File: src/rtl/reg_scoreboard.sv
// Issue-stage register scoreboard: per-register pending-write counters,
// RAW/WAW stall generation into pc, and a pipeline drain sequence.
module reg_scoreboard #(
    parameter int NREGS     = 32,
    parameter int CNT_W     = 2,
    parameter int WB_BYPASS = 1
) (
    input  logic                     clk,
    input  logic                     rst,
    input  logic                     issue_valid,
    input  logic [$clog2(NREGS)-1:0] issue_rs,
    input  logic                     issue_rs_en,
    input  logic [$clog2(NREGS)-1:0] issue_rt,
    input  logic                     issue_rt_en,
    input  logic [$clog2(NREGS)-1:0] issue_rd,
    input  logic                     issue_rd_en,
    input  logic                     wb_valid,
    input  logic [$clog2(NREGS)-1:0] wb_rd,
    input  logic                     drain_req,
    output logic                     stall_en,
    output logic                     issue_fire,
    output logic [NREGS-1:0]         busy_mask,
    output logic                     drain_done,
    output logic                     sb_err
);

    localparam int IW = $clog2(NREGS);
    localparam logic [CNT_W-1:0] CNT_MAX = '1;
    localparam logic [CNT_W-1:0] CNT_ONE = CNT_W'(1);

    typedef enum logic [1:0] {RUN, DRAIN, DONE} state_t;

    state_t           state, state_nxt;
    logic [CNT_W-1:0] cnt     [NREGS];
    logic [CNT_W-1:0] cnt_nxt [NREGS];
    logic [NREGS-1:0] inc_vec, dec_vec, busy_nxt;
    logic             raw_rs, raw_rt, waw, hazard, err_set;

    // A source whose only pending write retires this cycle is not a hazard.
    always_comb begin
        raw_rs = issue_rs_en && (cnt[issue_rs] != '0);
        raw_rt = issue_rt_en && (cnt[issue_rt] != '0);
        if (WB_BYPASS != 0) begin
            if (wb_valid && wb_rd == issue_rs && cnt[issue_rs] == CNT_ONE)
                raw_rs = 1'b0;
            if (wb_valid && wb_rd == issue_rt && cnt[issue_rt] == CNT_ONE)
                raw_rt = 1'b0;
        end
        waw    = issue_rd_en && (cnt[issue_rd] == CNT_MAX);
        hazard = raw_rs || raw_rt || waw;
    end

    assign stall_en   = !rst && (state == RUN) && !(issue_valid && hazard);
    assign issue_fire = issue_valid && stall_en;
    assign drain_done = (state == DONE);

    always_comb begin
        inc_vec = '0;
        dec_vec = '0;
        for (int i = 0; i < NREGS; i++) begin
            inc_vec[i] = issue_fire && issue_rd_en && (issue_rd == IW'(i));
            dec_vec[i] = wb_valid && (wb_rd == IW'(i));
        end
    end

    // Writeback to an idle register is dropped and flagged.
    always_comb begin
        cnt_nxt  = cnt;
        busy_nxt = '0;
        err_set  = 1'b0;
        for (int i = 0; i < NREGS; i++) begin
            if (dec_vec[i] && cnt[i] == '0)
                err_set = 1'b1;
            if (inc_vec[i] && !dec_vec[i])
                cnt_nxt[i] = cnt[i] + CNT_ONE;
            else if (dec_vec[i] && !inc_vec[i] && cnt[i] != '0)
                cnt_nxt[i] = cnt[i] - CNT_ONE;
            busy_nxt[i] = |cnt_nxt[i];
        end
    end

    // DRAIN looks at post-update counts so the final writeback ends it.
    always_comb begin
        state_nxt = state;
        unique case (state)
            RUN:     if (drain_req) state_nxt = DRAIN;
            DRAIN: begin
                if (!drain_req)
                    state_nxt = RUN;
                else if (busy_nxt == '0)
                    state_nxt = DONE;
            end
            DONE:    if (!drain_req) state_nxt = RUN;
            default: state_nxt = RUN;
        endcase
    end

    always_ff @(posedge clk) begin
        if (rst) begin
            state     <= RUN;
            busy_mask <= '0;
            sb_err    <= 1'b0;
            for (int i = 0; i < NREGS; i++)
                cnt[i] <= '0;
        end else begin
            state     <= state_nxt;
            cnt       <= cnt_nxt;
            busy_mask <= busy_nxt;
            if (err_set)
                sb_err <= 1'b1;
        end
    end

endmodule

File: config.mk
export PLATFORM = sky130hd
export DESIGN_NAME = reg_scoreboard
export DESIGN_NICKNAME = d
export VERILOG_FILES = /design/src/rtl/reg_scoreboard.sv
export SDC_FILE = /design/constraint.sdc
export NUM_CORES = 1
export LEC_CHECK = 0
export BUFFER_PORTS_ARGS = -buffer_cell sky130_fd_sc_hd__buf_2
export CAP_MARGIN = 5
export CORE_ASPECT_RATIO = 1.1
export CORE_MARGIN = 8
export CORE_UTILIZATION = 55
export CTS_BUF_LIST = sky130_fd_sc_hd__clkbuf_2
export CTS_CLUSTER_SIZE = 10
export DETAILED_ROUTE_END_ITERATION = 8
export PLACE_DENSITY = 0.75
export SLEW_MARGIN = 15
export SYNTH_ARGS = -nofsm -noshare
export SYNTH_HDL_FRONTEND = slang
export SYNTH_SLANG_ARGS = --single-unit
File: constraint.sdc
create_clock -name clk -period 5.22 [get_ports clk]
set_input_delay 1.044 -clock clk [delete_from_list [all_inputs] [get_ports clk]]
set_output_delay 1.044 -clock clk [all_outputs]
set_load 0.005 [all_outputs]
== Yosys cells after proc, flatten, opt, wreduce, memory -nomap -nowiden ==
Index checks and enable logic that the tools add are counted.
W data, S select, Z words.
Storage, ports and cells
  register bits after elaboration: 99
  input bits: 28
  output and inout bits: 36
  word-level logic and storage cells: 664
Cells by class
  $add $sub $neg: 64
  order comparisons: 3
  equality and inequality tests: 72
  muxes and demuxes: 112
  bitwise gates (word level): 3
  reduce and logical (&&, ||, !) cells: 375
Operators with widths (number)
  $logic_and A1 B1 Y1: 204
  $eq A5 B5 Y1 const B: 32
  $mux W2: 74
  $eq A5 B4 Y1 const B: 16
  $reduce_bool A2 Y1: 34
  $logic_not A1 Y1: 66
  $logic_not A2 Y1: 33
  $add A2 B1 Y2 const B: 32
  $reduce_or A2 Y1: 32
  $sub A2 B1 Y2 const B: 32
  $eq A5 B3 Y1 const B: 8
  $mux W1: 34
  $logic_not A32 Y1: 1
  $bmux W2 S5: 3
  $eq A5 B2 Y1 const B: 4
  $ge A6 B6 Y1 const B: 3
  $not A5 Y6: 3
  $eq A5 B1 Y1 const B: 2
  $eq A5 B5 Y1: 2
  $logic_not A5 Y1: 2
  $eq A2 B1 Y1 const B: 3
  $pmux W2 S3: 1
  $eq A2 B2 Y1 const B: 2
  $ne A2 B2 Y1 const B: 2
  other kinds (3): 4

== Longest topological paths before layout ==
Gate-level depths: netlist of run 1.
  depth in word-level cells: 35
  gate-level depth with buffers: 17
  depth with buffers taken out: 12

== Worst setup path after synthesis of run 1 ==
No wires, ideal clock.
  path kind: input-to-output
  start point: in issue_rs[1]
  end point: out issue_fire
  arrival: 3.597 ns
  setup slack: 0.579 ns
  stages: 13
  path buffers: 4
  cells stage by stage: buf_2 -> buf_2 -> mux4_2 -> mux2i_1 -> mux2i_1 -> a2111oi_2 -> o32a_2 -> and2_1 -> buf_2 -> clkbuf_1 -> nand2_1 -> a21boi_0 -> and2_1
Between the ends
  word-level cells in the longest chain between the ends: 13
RTL lines
  from (decl): line 11  | input logic [$clog2(NREGS)-1:0] issue_rs,
  $not A5 Y6 (implied by the code): line 41, 44
  $bmux W2 S5: line 41, 44
  $mux W2 (implied by the code) (2 in a row): line 41, 44
  $eq A2 B1 Y1 or $reduce_bool A2 Y1 (tied branches): line 44, 41
  $logic_and A1 B1 Y1, on equally long branches: line 44, 41
  $mux W1 *: line 44  | if (wb_valid && wb_rd == issue_rs && cnt[issue_rs] == CNT_ONE)
  $logic_or A1 B1 Y1 * (2 in a row): line 50  | hazard = raw_rs || raw_rt || waw;
  $logic_and A1 B1 Y1 *: line 53  | assign stall_en = !rst && (state == RUN) && !(issue_valid && hazard);
  $logic_not A1 Y1 *: line 53
  $logic_and A1 B1 Y1 *: line 53
  via stall_en: line 20  | output logic stall_en,
  $logic_and A1 B1 Y1 *: line 54  | assign issue_fire = issue_valid && stall_en;
  to (decl): line 21  | output logic issue_fire,
The timed path passes the listed nets; every way through them passes the cells marked *. The select of a mux whose other input is x is not followed.

== Final worst setup path of run 1 ==
  start point: in issue_rs[0]
  end point: out issue_fire
Between the ends
  word-level cells in the longest chain between the ends: 13
RTL lines (line)
  $not A5 Y6 (implied by the code): 41, 44
  $bmux W2 S5: 41, 44
  $mux W2 (implied by the code) (2 in a row): 41, 44
  $eq A2 B1 Y1 or $reduce_bool A2 Y1 (tied branches): 44, 41
  $logic_and A1 B1 Y1, on equally long branches: 44, 41
  $mux W1 *: 44
  $logic_or A1 B1 Y1 * (2 in a row): 50
  $logic_and A1 B1 Y1 *: 53
  $logic_not A1 Y1 *: 53
  $logic_and A1 B1 Y1 *: 53
  $logic_and A1 B1 Y1 *: 54
Mark *: on every way between the ends. The rest lies on a longest branch, timed or not. The select of a mux whose other input is x is not followed.

==> results of run 1 <==
[how the worst max path moves through the flow]
stage | startpoint | end | cells past startpoint | slack [ns]
final | issue_rs[0] | issue_fire | 12 | 0.35
after global routing | issue_rt[0] | issue_fire | 12 | 0.06
after CTS | issue_rt[0] | issue_fire | 12 | 0.29
after detailed placement | issue_rt[0] | state[0] | 15 | 0.05
after global placement | issue_rd[1] | state[0] | 14 | 0.09
after floorplan | issue_rs[1] | issue_fire | 13 | 0.58
[layout by cell type, fill, tap and decap left out, types with 5 or more instances in the layout]
cell type  count
nand3_1       26
mux2_2         9
o31ai_1        6
a22oi_1       14
mux2i_1       51
a32oi_1        6
dfxtp_1       99
nor3_1        40
a31oi_1       13
xnor2_1       29
o21ai_0       26
clkbuf_2      10
or2_2         10
xor2_1         8
o211ai_1       7
nand2b_1      10
nor4_1         7
and4_1         9
inv_1         76
buf_4         35
nand4_1       34
a21oi_1       53
nor2_1       171
mux4_2        37
nor2b_1       14
a311oi_1       5
a211oi_1       7
nand2_1       93
ha_1          32
buf_2         62
or3_1          5
and2_1        16
[state kept, by name, indices dropped and copies added (netlist names)]
signal	count
busy_mask	32
state	2
cnt	64
sb_err	1
[critical path, cell delays in order]
cell       delay, ns
buf_2           0.21
mux4_2          0.53
mux2i_1         0.17
mux2i_1         0.14
a2111oi_2       0.36
o32a_2          0.33
buf_12          0.19
and2_1          0.26
nand2_1         0.09
a21boi_0        0.23
and2_1          0.15
buf_2           0.11
[logic make-up after synthesis]
| group | after synthesis | share of synthesized area |
|---|---|---|
| AO/OA/AOI/OAI | 194 | 0.1600 |
| AND/OR/NAND/NOR | 457 | 0.2632 |
| buffers and inverters | 134 | 0.07411 |
| flip-flops | 99 | 0.2353 |
| adder cells (fa/ha/maj) | 32 | 0.04753 |
| multiplexers | 100 | 0.1796 |
| XOR/XNOR | 38 | 0.04040 |
[final cells by class]
class / count / area, um^2 / share of cell area
clock inverters: 6 / 41.29 / 0.004565
multi-input cells: 821 / 5818 / 0.6432
inverters: 76 / 285.3 / 0.03154
well taps: 196 / 245.2 / 0.02711
flip-flops and latches: 99 / 1982 / 0.2191
diodes: 1 / 2.502 / 0.0002767
clock buffers: 10 / 50.05 / 0.005533
repair buffers: 100 / 620.6 / 0.06861
[metrics by stage]
| stage | setup WS [ns] | instances |
|---|---|---|
| 2_1_floorplan | 0.5787 | 1054 |
| 3_3_place_gp | 0.09078 | 1292 |
| 3_5_place_dp | 0.04764 | 1292 |
| 4_1_cts | 0.2947 | 1308 |
| 5_1_grt | 0.05574 | 1309 |
| 6_report | 0.3455 | 1309 |
[per-layer routing]
layer / vias to the layer above / GRT usage / part of all wire
met5: - / 0 / 0.00039
met4: 2 / 0.2052 / 0.060
met3: 128 / 0.08736 / 0.13
met2: 624 / 0.4901 / 0.43
met1: 4166 / 0.4288 / 0.38
li1: 3942 / - / -
[where the power goes]
group          internal, mW  total, mW  switching (mW)
logic                 0.164      0.441           0.277
clock network        0.0655      0.353           0.288
registers             0.786      0.821          0.0349
total                  1.02       1.62           0.600
==> out/qor.csv, run 1 <==
stage,metric,value,unit
timing,fin_skew,0.05809,ns
placed_design,dpl_cell_area,8949,um^2
setup_path,reg2reg_depth,13,
floorplanning,die_y,145.8,um
cells_and_area,drive_gt1_frac,0.1673,
hold_path,holdPathEnd,state[0],
synthesis,synth_commonest_cells,"nor2_1, dfxtp_1, nand2_1, inv_1, a21oi_1",
synthesis,synth_edf_count,0,
drt,drt_iter0_drc,1402,
timing,finalCriticalPeriod,4.875,ns
clock_network,insertion_delay,0.67,ns
cells_and_area,fillers,1397,
drt,ant_nets,0,
cells_and_area,postLayoutCellArea,9045,um^2
floorplanning,placementRows,47,
timing,finalCritPeriodShare,0.9338,
timing,final-max-slew-violation-count,0,
timing,hold_ws,0.6371,ns
clock_network,cts_resized,0,
setup_path,cp-start-kind,input port,
clock_network,cts.clk_slew.worst_paths,0.27,ns
synthesis,synth_nets,1114,
synthesis,synth_flop_cell,dfxtp_1,
hold_path,hp-start,state[1],
clock_network,cts_tree,built,
clock_network,cts_setup_buffers,0,
setup_path,worstPathRequired,4.18,ns
setup_path,end_kind,primary output,
synthesis,synth_top_area_frac,0.2353,
cells_and_area,final_net_count,1167,
clock_network,cts.sinks,99,
pwr,power_density,178.6,nW/um^2
setup_path,rr_startpoint,cnt[32],
cells_and_area,syn2layout_area_growth,7.367,%
grt,grt_overflow,0,
clock_network,clock_path_buffers,2,
placed_design,portBuffers,63,
timing,rsz0062_at_grt,no,
floorplanning,dieArea,19540,um^2
timing,hold_viol,0,
synthesis,postSynthCellCount,1054,
timing,setup_violations,0,
drt,drc_errors,0,
grt,antenna_found_initial,1,
setup_path,worstPathArrival,3.83,ns
synthesis,synthArstFlopShare,0,
pwr,peakVddDrop,123.2,uV
synthesis,yosysSeqAreaShare,0.2353,
synthesis,yosys-top-cells-area,"dfxtp_1, mux4_2, nor2_1",
clock_network,postCtsHoldBufs,0,
hold_path,hold_path.class,flop to flop,
drt,vias,8862,
drt,routed_wl,32970,um
synthesis,avgSynthCellArea,7.993,um^2
setup_path,rrSetupSlack,0.85,ns
run_status,status,finished clean,
floorplanning,start_util,0.5618,
clock_network,cts_root_buf,clkbuf_2,
setup_path,cp_max_fo,19,
hold_path,holdPathStages,2,
placed_design,dp_hpwl,25850,um
pwr,power,1.615,mW
grt,grt_pass1_vias,8355,
timing,slew-limit-headroom,0.3701,
placed_design,gp_congestion,1.074,
grt,grt_pass1_wl,49750,um
cells_and_area,final_util,0.6032,
pwr,p_leak,3.492,nW
synthesis,yosys_warnings,0,
grt,grt_max_degree,90,
synthesis,yosys.cell_count.top_type,nor2_1,
floorplanning,die_w,134,um
flow_run,max-cap-violations,0,
setup_path,crit_type,input port to primary output,
floorplanning,ios,64,
setup_path,reg2reg_to,state[1],
synthesis,ys_types,77,
drt,wl_per_cell,25.19,um
drt,drt_first_pass_iters,8,
synthesis,syn_area,8424,um^2
timing,tightest_slew,0.9449,ns
drt,vias_per_cell,6.770,
grt,grt.total_usage,0.3343,
timing,fmaxAchievable,205.1,MHz
clock_network,cts_buffers,9,
clock_network,htreeDepth,3,
timing,tns,0,ns
floorplanning,core_region_area,15000,um^2
synthesis,synth-seq-cells,99,
synthesis,synth_largest_area_cell,dfxtp_1,
Power figures use the tool's default switching activity.
==> run 2: changes to the inputs <==
Settings changed: PLACE_DENSITY 0.75 to 0.85.
==> run 2 against run 1 <==
Combinational power grew 1%. Count of clock-buffer cells in the layout is the same. Maximum frequency shrank 1.0%. Non-clock buffer count grew 9. Largest cell class unchanged. Flip-flop and latch count is the same. Core utilization grew 0.80 points. First-iteration DRC count shrank 17%. Critical path depth shrank 1. Setup slack lost 0.051 ns. Total power grew 5.3%.
==> out/qor.csv, run 2 (synthesized netlist as in run 1, its figures left out) <==
stage,metric,value,unit,change
setup_path,cp-start-kind,input port,,
timing,fin_skew,0.05494,ns,-0.003150 ns
grt,grt_pass1_wl,51010,um,+2.5%
clock_network,cts_setup_buffers,0,,unchanged
pwr,power_frac_seq,0.483,,-0.025
timing,finalCritPeriodShare,0.9435,,+0.009715
drt,drt_first_pass_iters,6,,-2
cells_and_area,final_net_count,1176,,+0.77%
timing,setup_violations,0,,unchanged
setup_path,cp_max_fo,16,,-3
placed_design,place_inst,1301,,+0.70%
setup_path,rrSetupSlack,0.86,ns,about the same
timing,finalCriticalPeriod,4.925,ns,+0.05071 ns
floorplanning,die_y,145.8,um,unchanged
setup_path,crit_type,input port to primary output,,
timing,slew-limit-headroom,0.4030,,+0.03298
cells_and_area,stdcell_count,1317,,+0.61%
cells_and_area,drive_gt1_frac,0.1750,,+0.007734
drt,vias_per_cell,6.781,,+0.16%
cells_and_area,syn2layout_area_growth,8.793,%,
clock_network,clock_path_buffers,2,,unchanged
floorplanning,start_util,0.5618,,unchanged
setup_path,reg2reg_to,state[1],,
placed_design,portBuffers,63,,unchanged
pwr,clock_power_share,0.255,,+0.036
pwr,power_density,185.7,nW/um^2,+4.0%
placed_design,gp_congestion,1.086,,+1.1%
clock_network,insertion_delay,0.67,ns,about the same
setup_path,worstPathRequired,4.18,ns,about the same
hold_path,hold_path.class,flop to flop,,
pwr,p_switching,0.5943,mW,-0.94%
clock_network,cts_root_buf,clkbuf_2,,
timing,final-max-slew-violation-count,0,,unchanged
floorplanning,dieArea,19540,um^2,unchanged
clock_network,cts_buffers,9,,unchanged
cells_and_area,largest_reg_flops,64,,unchanged
cells_and_area,layout_commonest_cell,nor2_1,,
drt,wl_per_cell,26.20,um,+4.0%
setup_path,rr_startpoint,cnt[32],,
run_status,status,finished clean,,
clock_network,cts.sinks,99,,unchanged
floorplanning,ios,64,,unchanged
pwr,pwr-share-comb,0.262,,-0.011
setup_path,end_kind,primary output,,
clock_network,htreeDepth,3,,unchanged
pwr,swShare,0.3492,,-0.02213
clock_network,cts.clk_slew.worst_paths,0.25,ns,-0.02 ns
drt,ant_nets,0,,unchanged
grt,antenna_found_initial,1,,unchanged
placed_design,pre_cts_slack,-0.03914,ns,-0.08678 ns
floorplanning,placementRows,47,,unchanged
timing,tightest_slew,0.8921,ns,-0.05277 ns
setup_path,reg2reg_depth,13,,unchanged
cells_and_area,layout_common_cells,"nor2_1, dfxtp_1, nand2_1",,
pwr,peakVddDrop,149.6,uV,+21%
drt,vias,8930,,+0.77%
placed_design,dp_hpwl,27380,um,+5.9%
flow_run,max-cap-violations,0,,unchanged
grt,grt_max_degree,52,,-42%
drt,routed_wl,34510,um,+4.7%
timing,hold_viol,0,,unchanged
timing,fmaxAchievable,203.0,MHz,-1.0%
cells_and_area,top_register,cnt,,
pwr,p_leak,3.554,nW,+1.8%
hold_path,holdPathEnd,state[0],,
clock_network,cts_tree,built,,
grt,grt.total_usage,0.3461,,+0.01181
drt,drt_iter0_drc,1162,,-17%
cells_and_area,reg_top3,"cnt: 64 flops, busy_mask: 32 flops, state: 2 flops",,
drt,drc_errors,0,,unchanged
grt,grt_overflow,0,,unchanged
pwr,power.internal,1.107,mW,+9.0%
timing,rsz0062_at_grt,no,,
floorplanning,core_region_area,15000,um^2,unchanged
hold_path,holdPathStages,2,,unchanged
timing,layout_setup_ws,0.2948,ns,-0.05071 ns
setup_path,worstPathArrival,3.88,ns,+0.05 ns
hold_path,hp-start,state[1],,
floorplanning,die_w,134,um,unchanged
grt,grt_pass1_vias,8454,,+1.2%
[run 2: critical path: stages]
cell	delay, ns
buf_2	0.20
mux4_2	0.52
mux2i_1	0.16
mux2i_1	0.15
a2111oi_2	0.50
o32a_4	0.39
and2_2	0.33
nand2_1	0.12
a21boi_0	0.21
and2_1	0.15
buf_2	0.10
[run 2: area by class of cell]
| type | count | area, um^2 |
|---|---|---|
| tap | 196 | 245.2 |
| multi-input combinational | 821 | 5831 |
| antenna | 1 | 2.502 |
| inverter | 76 | 285.3 |
| timing repair buffer | 109 | 690.7 |
| clock buffer | 10 | 50.05 |
| fill | 1404 | 5831 |
| clock inverter | 5 | 78.83 |
| sequential | 99 | 1982 |
[run 2: through the flow]
stage	hold WS, ns	cell area [um^2]	setup TNS [ns]	utilization	power [mW]
after global placement	0.5541	9016	-0.006012	0.6013	1.260
after CTS	0.6007	9145	0	0.6098	1.689
final	0.6111	9165	0	0.6112	1.702
after global routing	0.6268	9165	0	0.6112	1.759
after floorplan	0.5121	8424	0	-	1.108
after detailed placement	0.5715	9016	-0.07549	0.6013	1.262
[run 2: power by group through the flow]
stage / clock (mW) / sequential [mW] / combinational (mW)
floorplan: 0 / 0.818 / 0.290
global placement: 0 / 0.833 / 0.427
detailed placement: 0 / 0.832 / 0.430
CTS: 0.439 / 0.819 / 0.432
global route: 0.463 / 0.823 / 0.473
finish: 0.434 / 0.822 / 0.446
[run 2: how the worst max path moves through the flow]
stage / from / endpoint / slack [ns]
after floorplan: issue_rs[1] / issue_fire / 0.58
after global placement: issue_rs[1] / state[0] / -0.006
after detailed placement: issue_rs[1] / state[0] / -0.04
after CTS: issue_rs[1] / issue_fire / 0.15
after global routing: issue_rs[0] / issue_fire / 0.13
final: issue_rs[0] / issue_fire / 0.29
[run 2: what timing repair did]
| item | CTS | global route |
|---|---|---|
| hold buffers | 0 | 0 |
| resized for setup | 0 | 4 |
| setup endpoints to repair | 0 | 1 |
[run 2: layer usage]
layer  GRT usage  up-vias  part of all wire
li1            -     3956                 -
met1      0.4242     4246              0.38
met2      0.5245      595              0.44
met3     0.08218      133              0.11
met4      0.2411        0             0.069
met5           0        -                 0
